===== src/rtl/fft_stage_sched.sv =====
// Radix-2 DIT butterfly issue sequencer: read/twiddle addresses per cycle, delayed write-back.
// Optional inverse-transform support (inv/tw_conj ports) when FFT_STAGE_SCHED_INV_EN is defined.
module fft_stage_sched #(
  parameter int LOG2N    = 3,
  parameter int RD_LAT   = 1,
  parameter int BFLY_LAT = 4
) (
  input  logic             clk,
  input  logic             rst_n,
  input  logic             start,
`ifdef FFT_STAGE_SCHED_INV_EN
  input  logic             inv,
  output logic             tw_conj,
`endif
  output logic             busy,
  output logic             done,
  output logic             rd_en,
  output logic [LOG2N-1:0] rd_addr_a,
  output logic [LOG2N-1:0] rd_addr_b,
  output logic [LOG2N-2:0] tw_addr,
  output logic             wr_en,
  output logic [LOG2N-1:0] wr_addr_a,
  output logic [LOG2N-1:0] wr_addr_b,
  output logic [LOG2N-1:0] stage
);

  localparam int AW = LOG2N;
  localparam int TW = LOG2N - 1;
  localparam int D  = RD_LAT + BFLY_LAT;
  localparam int CW = $clog2(D + 1);

  localparam logic [TW-1:0] J_LAST = '1;
  localparam logic [AW-1:0] S_LAST = AW'(LOG2N - 1);
  localparam logic [CW-1:0] D_LAST = CW'(D - 1);

  typedef enum logic [1:0] {S_IDLE, S_RUN, S_DRAIN, S_DONE} state_t;

  typedef struct packed {
    logic          v;
    logic [AW-1:0] a;
    logic [AW-1:0] b;
  } wr_slot_t;

  function automatic logic [AW-1:0] span_mask(input logic [AW-1:0] s);
    return (AW'(1) << s) - AW'(1);
  endfunction

  // A = grp*2*span + pos: keep pos bits, shift the group bits up by one.
  function automatic logic [AW-1:0] addr_a_f(input logic [AW-1:0] s, input logic [TW-1:0] j);
    logic [AW-1:0] jj;
    jj = {1'b0, j};
    return ((jj & ~span_mask(s)) << 1) | (jj & span_mask(s));
  endfunction

  function automatic logic [AW-1:0] addr_b_f(input logic [AW-1:0] s, input logic [TW-1:0] j);
    return addr_a_f(s, j) | (AW'(1) << s);
  endfunction

  function automatic logic [TW-1:0] tw_f(input logic [AW-1:0] s, input logic [TW-1:0] j);
    logic [AW-1:0] pos;
    pos = {1'b0, j} & span_mask(s);
    return TW'(pos << (AW'(LOG2N - 1) - s));
  endfunction

  state_t        state_q;
  logic [TW-1:0] j_q;
  logic [AW-1:0] stage_q;
  logic [CW-1:0] cnt_q;
  logic          busy_q, done_q, rd_en_q;
  logic [AW-1:0] rd_addr_a_q, rd_addr_b_q;
  logic [TW-1:0] tw_addr_q;
  logic [TW-1:0] j_inc;
  logic [AW-1:0] stage_inc;
  wr_slot_t      pipe_q [D];
`ifdef FFT_STAGE_SCHED_INV_EN
  logic          tw_conj_q;
`endif

  assign j_inc     = j_q + TW'(1);
  assign stage_inc = stage_q + AW'(1);

  always_ff @(posedge clk or negedge rst_n) begin
    if (!rst_n) begin
      state_q     <= S_IDLE;
      j_q         <= '0;
      stage_q     <= '0;
      cnt_q       <= '0;
      busy_q      <= 1'b0;
      done_q      <= 1'b0;
      rd_en_q     <= 1'b0;
      rd_addr_a_q <= '0;
      rd_addr_b_q <= '0;
      tw_addr_q   <= '0;
`ifdef FFT_STAGE_SCHED_INV_EN
      tw_conj_q   <= 1'b0;
`endif
    end else begin
      case (state_q)
        S_IDLE: begin
          if (start) begin
            state_q     <= S_RUN;
            busy_q      <= 1'b1;
            stage_q     <= '0;
            j_q         <= '0;
            rd_en_q     <= 1'b1;
            rd_addr_a_q <= addr_a_f('0, '0);
            rd_addr_b_q <= addr_b_f('0, '0);
            tw_addr_q   <= tw_f('0, '0);
`ifdef FFT_STAGE_SCHED_INV_EN
            tw_conj_q   <= inv;
`endif
          end
        end
        S_RUN: begin
          if (j_q == J_LAST) begin
            state_q <= S_DRAIN;
            rd_en_q <= 1'b0;
            j_q     <= '0;
            cnt_q   <= '0;
          end else begin
            j_q         <= j_inc;
            rd_en_q     <= 1'b1;
            rd_addr_a_q <= addr_a_f(stage_q, j_inc);
            rd_addr_b_q <= addr_b_f(stage_q, j_inc);
            tw_addr_q   <= tw_f(stage_q, j_inc);
          end
        end
        S_DRAIN: begin
          // The last write of the stage lands in the final drain cycle.
          if (cnt_q == D_LAST) begin
            if (stage_q == S_LAST) begin
              state_q <= S_DONE;
              done_q  <= 1'b1;
            end else begin
              state_q     <= S_RUN;
              stage_q     <= stage_inc;
              rd_en_q     <= 1'b1;
              rd_addr_a_q <= addr_a_f(stage_inc, '0);
              rd_addr_b_q <= addr_b_f(stage_inc, '0);
              tw_addr_q   <= tw_f(stage_inc, '0);
            end
          end else begin
            cnt_q <= cnt_q + CW'(1);
          end
        end
        S_DONE: begin
          state_q   <= S_IDLE;
          done_q    <= 1'b0;
          busy_q    <= 1'b0;
`ifdef FFT_STAGE_SCHED_INV_EN
          tw_conj_q <= 1'b0;
`endif
        end
        default: state_q <= S_IDLE;
      endcase
    end
  end

  always_ff @(posedge clk or negedge rst_n) begin
    if (!rst_n) begin
      for (int i = 0; i < D; i++) pipe_q[i] <= '0;
    end else begin
      pipe_q[0] <= {rd_en_q, rd_addr_a_q, rd_addr_b_q};
      for (int i = 1; i < D; i++) pipe_q[i] <= pipe_q[i-1];
    end
  end

  assign busy      = busy_q;
  assign done      = done_q;
  assign rd_en     = rd_en_q;
  assign rd_addr_a = rd_addr_a_q;
  assign rd_addr_b = rd_addr_b_q;
  assign tw_addr   = tw_addr_q;
  assign stage     = stage_q;
  assign wr_en     = pipe_q[D-1].v;
  assign wr_addr_a = pipe_q[D-1].a;
  assign wr_addr_b = pipe_q[D-1].b;
`ifdef FFT_STAGE_SCHED_INV_EN
  assign tw_conj   = tw_conj_q;
`endif

endmodule


===== config.mk =====
export PLATFORM = sky130hd
export DESIGN_NAME = fft_stage_sched
export DESIGN_NICKNAME = d
export VERILOG_FILES = /design/src/rtl/fft_stage_sched.sv
export SDC_FILE = /design/constraint.sdc
export NUM_CORES = 1
export LEC_CHECK = 0
export BUFFER_PORTS_ARGS = -buffer_cell sky130_fd_sc_hd__buf_4
export CAP_MARGIN = 20
export CORE_MARGIN = 2
export CORE_UTILIZATION = 40
export DETAILED_ROUTE_END_ITERATION = 8
export GPL_TIMING_DRIVEN = 0
export SETUP_SLACK_MARGIN = 0.02
export SLEW_MARGIN = 20
export SYNTH_ARGS = -nofsm -noshare
export SYNTH_HDL_FRONTEND = slang
export SYNTH_SLANG_ARGS = --single-unit

===== constraint.sdc =====
create_clock -name clk -period 1.7 [get_ports clk]
set_input_delay 0.255 -clock clk [delete_from_list [all_inputs] [get_ports clk]]
set_output_delay 0.255 -clock clk [all_outputs]
set_load 0.05 [all_outputs]

Word-level counts from Yosys, hierarchy flattened --
Index checks and enable logic that the tools add are counted.
Cells by class: add/subtract/negate cells 6, equality and inequality tests 13, shift operators 4, multiplexer cells 37, bitwise logic cells 5, reduce and logical (&&, ||, !) cells 15
Operators by type and width (number):
- $mux 3 | 12
- $mux 2 | 9
- $pmux 3 s3 | 2
- $ne 2x2->1 const B | 7
- $pmux 3 s2 | 2
- $reduce_bool 2->1 | 5
- $reduce_and 3->1 | 3
- $pmux 2 s4 | 1
- $reduce_and 4->1 | 2
- $add 3x1->3 const B | 2
- $eq 2x2->1 const B | 3
- $mux 1 | 6
- $or 3x3->3 | 2
- $pmux 2 s3 | 1
- $shl 1x3->3 const A | 2
- $sub 2x3->3 const A | 2
- $reduce_and 5->1 | 1
- $pmux 1 s2 | 2
- $pmux 2 s2 | 1
- $reduce_and 2->1 | 2
- $and 2x3->3 | 1
- $eq 3x2->1 const B | 1
- $eq 3x3->1 const B | 1
- $pmux 1 s3 | 1
- other kinds (9) | 9
Storage, ports and cells: bits in registers 56, input port bits 3, output and inout bits 21, word-level logic and storage cells 105

Depth between registers and ports, before layout --
Gate-level depths: netlist (run 1).
depth after elaboration 8, depth in mapped cells 8, mapped depth without buffers 6

Worst setup path before layout (run 1) --
OpenSTA, ideal clock, no wires.
kind flip-flop to flip-flop, from reg stage_q[0], in the netlist stage[0], to reg rd_addr_b_q[2], in the netlist rd_addr_b[2], setup time 0.121 ns, arrival time 2.000 ns, data required time 1.579 ns, path slack -0.421 ns, cell stages (with the launch flop) 7, buffers on the path 0, clock period less this slack 2.121 ns, path through dfrtp_1 -> inv_1 -> ha_1 -> xnor2_1 -> nor3b_2 -> a221o_1 -> a22o_1
On the way: longest elaborated chain between the ends 8, elaborated cells on any way between the ends 16, classes of those cells add/sub: 2; eq/ne: 2; shift: 2; mux: 4; bitwise: 5; reduce/logical: 1
Ends and longest elaborated chain:
- start, declared | line 67 | logic [AW-1:0] stage_q;
- start signal, assigned | line 136 | stage_q <= stage_inc;
- $shl 1x3->3 | line 45, 56
- $sub 3x2->3 | line 45 | return (AW'(1) << s) - AW'(1);
- $not 2->2 | line 52 | return ((jj & ~span_mask(s)) << 1) | (jj & span_mask(s));
- $and 2x2->2 | line 52
- $or 3x3->3 | line 52
- $or 3x3->3 | line 56 | return addr_a_f(s, j) | (AW'(1) << s);
- $mux 3 | line 115 | if (j_q == J_LAST) begin
- $pmux 3 s3 | line 98 | case (state_q)
- end signal, assigned | line 107 | rd_addr_b_q <= addr_b_f('0, '0);
- end signal, assigned | line 124 | rd_addr_b_q <= addr_b_f(stage_q, j_inc);
- end signal, assigned | line 139 | rd_addr_b_q <= addr_b_f(stage_inc, '0);
- end, declared | line 70 | logic [AW-1:0] rd_addr_a_q, rd_addr_b_q;
Parallel ways exist; a longest one is shown, timed or not. The select of a mux whose other input is x is not followed. A chain may end at the register's enable or synchronous reset.

Worst setup path in the final report (run 1) --
Ends and elaborated chain as after synthesis.

==> flow_summary.json, run 1 <==
{
  "hold_buffers": 0,
  "grt_antenna_before_repair": 0,
  "drive_gt1_share_pct": 40.1,
  "r2r_start": "stage[0]",
  "critical_path_depth": 5,
  "synthMuxAreaShare_pct": 0.858,
  "async_flop_share_pct": 100,
  "status": "finished, violations left",
  "core_area_mm2": 0.00557,
  "synthTopCellsByCount": "dfrtp_1, nand2_1, ha_1",
  "num_antenna_cells": 0,
  "yosysTopAreaCell": "dfrtp_1",
  "cts_buffer_depth": 2,
  "syn_to_final_growth_pct": 29.5,
  "cts.sinks": 56,
  "synth_top_family_by_area": "simple AND/OR/NAND/NOR gates",
  "cp.arrival_ns": 1.89,
  "layout.nets": 256,
  "crit_buf_inv": 0,
  "synth_xor_xnor_area_share_pct": 0.375,
  "cts_tree": "built",
  "syn_inst": 189,
  "clk_latency_ns": 0.31,
  "setup_viol": 0,
  "synth_top_area_share_pct": 60.1,
  "synth-seq-cells": 56,
  "rr_worst_depth": 5,
  "worstPathCellList": "ha_4, and2_4, o21a_1, a221o_1, a22o_1",
  "drt.antenna.violating_nets": 0,
  "routed_wl_mm": 4.56,
  "min_period_over_period_pct": 98.7,
  "hold_path.class": "input port to asynchronous set/reset pin",
  "cp_slowest_stage_delay_ns": 0.55,
  "rsz0062_at_grt": "yes",
  "synth_compound_area_share_pct": 13.1,
  "wl_per_cell_um": 14.5,
  "ir_worst_vdd_uv": 501,
  "violations": "negative hold slack",
  "post_synth.cell_area_avg_um2": 12.3,
  "crit_family": "compound AO/OA/AOI/OAI gates",
  "required_ns": 1.91,
  "synth_flop_cell": "dfrtp_1",
  "dr.first_iter.drc_count": 74,
  "setup_slack_ns": 0.0213,
  "drv_cap": 0,
  "worst_setup_path_end_kind": "register",
  "power_density_mw_per_mm2": 740,
  "grtUsageTotal_pct": 15.2,
  "yosysMostFrequentCell": "dfrtp_1",
  "fin_worst_hold_slack_ns": -0.0249,
  "cts_buffers": 5,
  "fin_skew_ns": 0.00952,
  "stdcell_count": 314,
  "worst_pin_slew_ns": 0.676,
  "cp_max_fo": 6,
  "rows": 27,
  "synth_seq_area_share_pct": 60.1,
  "yosys_warnings": 0,
  "clk_pin_slew_ns": 0.10,
  "leakage_nw": 1.30,
  "synthAdderAreaFrac_pct": 6.43,
  "hold_viol_final": 56,
  "drc": 0,
  "die_area_mm2": 0.00646,
  "ioPinCount": 24,
  "synth_edf_count": 0,
  "dp_slack_ns": -0.0332,
  "port_buffers": 23,
  "slew_headroom_pct": 54.9,
  "gp_congestion": 0.845,
  "syn-num-nets": 204,
  "first_pass_iters": 4,
  "vias": 1596,
  "netlist_top_cells_area": "dfrtp_1, ha_1, nand2_1",
  "finalCriticalPeriod_ns": 1.68,
  "dp.cells": 284,
  "worst-setup-path-type": "register to register",
  "grt_max_degree": 57,
  "slew_viol_final": 0,
  "detail_route.vias_per_cell": 5.08,
  "first_global_vias": 1538,
  "grt_first_pass_wirelength_mm": 7.49,
  "overflow": 0,
  "die_w_um": 80.4,
  "initial_utilization_pct": 41.9,
  "cpMaxStageDelayCell": "dfrtp_4",
  "final_util_pct": 54.2,
  "timing.fmax_mhz": 596,
  "cp-start-kind": "register",
  "die_y_um": 80.4,
  "ys_types": 46,
  "cts.htree.levels": 2,
  "root_buffer": "clkbuf_8",
  "synth-simple-area-share_pct": 13.8,
  "syn_area_mm2": 0.00233,
  "hpwl_mm": 2.85,
  "critPathLaunch": "stage[0]"
}
## worst paths after layout
path                                      to  slack (ns)
worst max register to register  rd_addr_b[2]        0.02
worst min register to register    pipe_q[23]        0.35
worst min-delay path              pipe_q[11]       -0.02
min in group clk                        busy        0.28
max in group asynchronous           stage[0]        1.22
worst max-delay path            rd_addr_b[2]        0.02
## cell type report
type | instances | area, um^2
fillers | 505 | 2550
flip-flops and latches | 56 | 1410
multi-input cells | 112 | 950
clock buffers | 6 | 72.6
plain buffers | 12 | 86.3
clock inverters | 2 | 38.8
well taps | 72 | 90.1
inverters | 8 | 35.0
repair buffers | 46 | 343
## flip-flops by register name, indices dropped and copies added, names as in the netlist, 3 cells and up
name       cells
pipe_q        28
stage          3
wr_addr_a      3
cnt_q          3
wr_addr_b      3
rd_addr_b      3
rd_addr_a      3
## metrics by stage
| stage | cell area, um^2 | total power [mW] | setup TNS (ns) | hold slack, ns |
|---|---|---|---|---|
| global route | 3020 | 2.32 | -0.0233 | 0.0315 |
| global placement | 2650 | 1.39 | -0.0915 | 0.332 |
| finish | 3020 | 2.24 | 0 | -0.0249 |
| detailed placement | 2650 | 1.39 | -0.0699 | 0.335 |
| floorplan | 2390 | 1.36 | 0 | -0.0406 |
| CTS | 2860 | 2.27 | 0 | 0.00390 |
## worst register-to-register path, delay by kind of cell, from the launching register on
kind	cells	cell delay, ns
AOI/OAI and AO/OA	3	0.66
adders and majority gates	1	0.20
and+or+nand+nor	1	0.17
DFF	1	0.55
## where the power goes
group	internal (mW)	total, mW	switching [mW]
logic	0.00337	0.0283	0.0249
registers	1.33	1.33	0
clock network	0.446	0.879	0.434
total	1.78	2.24	0.458
## metal layers
metal	wire, um	up-vias	GRT usage, %
met3	160	9	3.60
met5	0	-	0
met4	68	0	4.58
met1	2140	799	20.4
met2	2190	28	24.4
li1	-	760	-
## placed cells by master (no fill, tap or decap), types with 3 or more instances in the layout
| cell | Yosys | layout |
|---|---|---|
| buf_4 | 7 | 52 |
| a21oi_1 | 6 | 5 |
| clkbuf_8 | 0 | 5 |
| ha_1 | 12 | 3 |
| ha_4 | 0 | 7 |
| inv_1 | 8 | 4 |
| buf_2 | 3 | 3 |
| o21ai_0 | 11 | 10 |
| nand4b_1 | 3 | 3 |
| nand3_1 | 7 | 7 |
| a22o_1 | 5 | 5 |
| nand2_1 | 17 | 17 |
| a221o_1 | 3 | 3 |
| nor2_1 | 9 | 8 |
| nand2b_1 | 3 | 3 |
| dfrtp_1 | 56 | 53 |
## timing repair
action	in CTS	in global routing
buffers inserted	8	14
cloned	1	0
endpoints found under the setup margin	5	17
pin swaps	1	9
gates resized for setup	8	16
## logic make-up (layout without fill, tap and decap cells)
logic type / Yosys count / after routing
xor+xnor: 1 / 1
fa+ha+maj: 12 / 12
simple gates: 56 / 56
mux: 2 / 2
flops: 56 / 56
compound gates: 41 / 41
buf+inv: 21 / 74
No activity file was read; power rests on OpenSTA's default activity.
==> run 2, diff against run 1 <==
REMOVE_ABC_BUFFERS = 1   (was unset)
==> flow_summary.json, run 2 (synthesized netlist as in run 1, its figures left out) <==
{
  "clk_latency_ns": 0.31,
  "cp_max_fo": 6,
  "fin_worst_hold_slack_ns": -0.0127,
  "detail_route.vias_per_cell": 5.10,
  "hold_viol_final": 28,
  "grt_use_met3_pct": 3.37,
  "hold_path.class": "input port to asynchronous set/reset pin",
  "timing.rr.end": "tw_addr[0]",
  "drc": 0,
  "rsz0062_at_grt": "yes",
  "routed_wl_mm": 4.31,
  "dr.first_iter.drc_count": 40,
  "crit_family": "compound AO/OA/AOI/OAI gates",
  "timing.fmax_mhz": 604,
  "grtUsageTotal_pct": 13.3,
  "grt_util_met1_pct": 18.2,
  "die_area_mm2": 0.00646,
  "overflow": 0,
  "vias": 1536,
  "critPathLaunch": "state_q[0]",
  "dp.cells": 271,
  "layout.nets": 243,
  "cts_tree": "built",
  "critical_path_depth": 5,
  "setup_viol": 0,
  "worst_pin_slew_ns": 0.691,
  "die_w_um": 80.4,
  "ioPinCount": 24,
  "port_buffers": 23,
  "num_antenna_cells": 0,
  "cp.arrival_ns": 1.87,
  "slew_viol_final": 0,
  "slew_headroom_pct": 53.9,
  "cts_buffers": 5,
  "drive_gt1_share_pct": 36.2,
  "min_period_over_period_pct": 97.3,
  "initial_utilization_pct": 41.9,
  "crit_end": "tw_addr[0]",
  "drv_cap": 0,
  "gp_congestion": 0.801,
  "met2_usage_pct": 20.9,
  "die_y_um": 80.4,
  "status": "finished, violations left",
  "final_cell_mix": "dfrtp_1, buf_4, nand2_1",
  "grt_max_degree": 57,
  "cp-start-kind": "register",
  "cts.sinks": 56,
  "worst-setup-path-type": "register to register",
  "finalCriticalPeriod_ns": 1.65,
  "hpwl_mm": 2.56,
  "first_global_vias": 1326,
  "final_util_pct": 52.3,
  "cts_buffer_depth": 2,
  "clk_pin_slew_ns": 0.11,
  "crit_buf_inv": 1,
  "layout_commonest_cell": "dfrtp_1",
  "violations": "negative hold slack",
  "core_area_mm2": 0.00557,
  "syn_to_final_growth_pct": 25.0,
  "grt.busiest_layer": "met2",
  "cpMaxStageDelayCell": "dfrtp_2",
  "rows": 27,
  "reg2reg_slack_ns": 0.05,
  "first_pass_iters": 4,
  "worst_setup_path_end_kind": "register",
  "grt_first_pass_wirelength_mm": 6.58,
  "required_ns": 1.92,
  "worstPathCellList": "buf_4, ha_4, a21oi_4, nand4_4, o41ai_2",
  "power_density_mw_per_mm2": 725,
  "leakage_nw": 1.24,
  "ir_worst_vdd_uv": 373,
  "drt.antenna.violating_nets": 0,
  "root_buffer": "clkbuf_8",
  "top_register": "pipe_q",
  "largest_reg_flops": 28,
  "cts.htree.levels": 2,
  "rr_worst_depth": 5,
  "fin_skew_ns": 0.0138,
  "grt_antenna_before_repair": 0,
  "cp_slowest_stage_delay_ns": 0.47,
  "r2r_start": "state_q[0]",
  "stdcell_count": 301,
  "wl_per_cell_um": 14.3
}
-- run 2: metrics by stage --
step | setup TNS, ns | setup WS (ns) | instance area (um^2) | hold WS (ns) | total power, mW
6_report | 0 | 0.0452 | 2920 | -0.0127 | 2.11
4_1_cts | -0.00326 | -0.00326 | 2710 | 0.00166 | 2.16
2_1_floorplan | -1.98 | -0.446 | 2240 | -0.0406 | 1.36
3_3_place_gp | -3.60 | -0.365 | 2500 | 0.331 | 1.39
3_5_place_dp | -3.72 | -0.369 | 2500 | 0.335 | 1.39
5_1_grt | -0.0200 | -0.0106 | 2920 | 0.0370 | 2.22
-- run 2: power breakdown --
part / total, mW / switching, mW / internal (mW)
logic: 0.0286 / 0.0252 / 0.00334
clock network: 0.755 / 0.451 / 0.303
registers: 1.33 / 0 / 1.33
total: 2.11 / 0.476 / 1.64
-- run 2: how the worst min path moves through the flow --
| stage | start | end | slack, ns | cells past startpoint |
|---|---|---|---|---|
| after floorplan | rst_n | busy | -0.04 | 0 |
| after global routing | rst_n | pipe_q[17] | 0.04 | 1 |
| after global placement | pipe_q[28] | pipe_q[21] | 0.33 | 0 |
| after detailed placement | pipe_q[18] | pipe_q[11] | 0.33 | 0 |
| final | rst_n | state_q[1] | -0.01 | 1 |
| after CTS | rst_n | rd_en | 0.002 | 1 |
-- run 2: per-layer routing --
metal / vias up / part of all wire [%]
li1: 737 / -
met1: 763 / 46
met2: 28 / 48
met3: 8 / 3.8
met4: 0 / 1.2
met5: - / 0
-- run 2: cell type report --
type	count	area [um^2]
multi-input cells	113	953
repair buffers	44	338
flip-flops and latches	56	1410
inverters	8	35.0
clock inverters	3	27.5
clock buffers	5	68.8
well taps	72	90.1
fillers	496	2660
-- run 2: repair_timing --
action / 4_1_cts / 5_1_grt
endpoints found under the setup margin: 18 / 12
cloned: 0 / 1
pin swaps: 0 / 18
buffers inserted: 3 / 18
gates resized for setup: 20 / 16
hold buffers: 0 / 0
==> run 3, diff against run 2 <==
CORE_ASPECT_RATIO = 0.8   (was unset)
CORE_UTILIZATION = 45   (was 40)
PLACE_DENSITY = 0.66   (was unset)
SKIP_CTS_REPAIR_TIMING = 1   (was unset)
==> flow_summary.json, run 3 (synthesized netlist as in run 1, its figures left out) <==
{
  "finalCriticalPeriod_ns": 1.66,
  "hold_viol_final": 50,
  "dpl_cell_area_mm2": 0.00249,
  "top_register": "pipe_q",
  "timing.fmax_mhz": 604,
  "die_area_mm2": 0.00578,
  "ioPinCount": 24,
  "power_density_mw_per_mm2": 740,
  "port_buffers": 23,
  "core_area_mm2": 0.00501,
  "fin_skew_ns": 0.00955,
  "clk_latency_ns": 0.31,
  "die_y_um": 68.4,
  "setup_viol": 0,
  "layout_commonest_cell": "dfrtp_1",
  "rows": 23,
  "cts_buffers": 5,
  "die_w_um": 84.5,
  "cp-start-kind": "register",
  "worst_pin_slew_ns": 0.670,
  "final_cell_mix": "dfrtp_1, buf_4, nand2_1",
  "slew_viol_final": 0,
  "dp.cells": 261,
  "status": "finished, violations left",
  "rsz0062_at_grt": "yes",
  "overflow": 0,
  "grt_antenna_before_repair": 0,
  "num_antenna_cells": 0,
  "grtUsageTotal_pct": 13.6,
  "ir_worst_vdd_uv": 426,
  "violations": "negative hold slack",
  "cts_tree": "built",
  "worst-setup-path-type": "register to register",
  "stdcell_count": 280,
  "cp_slowest_stage_delay_ns": 0.51,
  "worst_setup_path_end_kind": "register",
  "cts.htree.levels": 2,
  "detail_route.vias_per_cell": 5.37,
  "vias": 1504,
  "syn_to_final_growth_pct": 20.5,
  "root_buffer": "clkbuf_8",
  "cpMaxStageDelayCell": "dfrtp_2",
  "drv_cap": 0,
  "routed_wl_mm": 3.90,
  "leakage_nw": 1.19,
  "fin_worst_hold_slack_ns": -0.0253,
  "drive_gt1_share_pct": 33.5,
  "initial_utilization_pct": 46.6,
  "gp_congestion": 0.821,
  "clk_pin_slew_ns": 0.09,
  "wl_per_cell_um": 13.9,
  "layout.nets": 232,
  "worstPathCellList": "inv_4, ha_4, xnor2_4, nor3b_2, a221o_1, a22o_1",
  "drc": 0,
  "drt.antenna.violating_nets": 0,
  "grt_max_degree": 57,
  "dr.first_iter.drc_count": 55,
  "cts_buffer_depth": 2,
  "grt_first_pass_wirelength_mm": 6.08,
  "required_ns": 1.90,
  "cts.sinks": 56,
  "slew_headroom_pct": 55.3,
  "min_period_over_period_pct": 97.5,
  "cp.arrival_ns": 1.86,
  "first_global_vias": 1255,
  "largest_reg_flops": 28,
  "finalInstanceArea_mm2": 0.00281,
  "hold_path.class": "input port to asynchronous set/reset pin",
  "cp_max_fo": 8,
  "hpwl_mm": 2.45,
  "first_pass_iters": 4
}
run 3: final cells by class:
| cell class | count | area, um^2 |
|---|---|---|
| clock buffer | 5 | 68.8 |
| multi-input combinational | 112 | 943 |
| inverter | 8 | 37.5 |
| tap | 62 | 77.6 |
| timing repair buffer | 34 | 255 |
| fill | 440 | 2200 |
| sequential | 56 | 1410 |
| clock inverter | 3 | 22.5 |
run 3: per-layer routing:
layer / track usage (%) / up-vias / wire length [um]
li1: - / 715 / -
met1: 19.4 / 753 / 1950
met2: 20.1 / 32 / 1740
met3: 3.62 / 4 / 175
met4: 5.36 / 0 / 38
met5: 0 / - / 0
run 3: stage by stage:
| step | setup TNS [ns] | total power [mW] | setup slack (ns) | util, % | hold slack (ns) |
|---|---|---|---|---|---|
| after global placement | -3.64 | 1.39 | -0.366 | 49.7 | 0.331 |
| after CTS | -4.35 | 2.13 | -0.404 | 51.5 | 0.00726 |
| after detailed placement | -4.27 | 1.39 | -0.408 | 49.7 | 0.335 |
| final | 0 | 2.08 | 0.0433 | 56.1 | -0.0253 |
| after floorplan | -1.98 | 1.36 | -0.446 | - | -0.0406 |
| after global routing | -0.0322 | 2.18 | -0.0127 | 56.1 | 0.0376 |
run 3: worst max-delay path, delay by kind of cell (launching register included):
family / cells / cell delay (ns)
xor+xnor: 1 / 0.13
flops: 1 / 0.51
compound gates: 2 / 0.55
simple gates: 1 / 0.07
buf+inv: 1 / 0.10
fa+ha+maj: 1 / 0.19
run 3: worst paths after layout:
path                            start            to  slack, ns  cells after the start
max                          stage[0]  rd_addr_b[2]       0.04                      6
min                             rst_n    pipe_q[13]      -0.03                      1
max reg2reg                  stage[0]  rd_addr_b[2]       0.04                      6
min reg2reg                pipe_q[28]    pipe_q[21]       0.35                      0
max in group asynchronous       rst_n      stage[0]       1.24                      1
min in group clk                start          busy       0.27                      4
run 3: power by group:
group	total [mW]	switching [mW]	internal [mW]	leakage, nW
Combinational	0.0279	0.0246	0.00336	0.508
Clock	0.722	0.426	0.296	0.0485
Sequential	1.33	0	1.33	0.631
Total	2.08	0.450	1.63	1.19
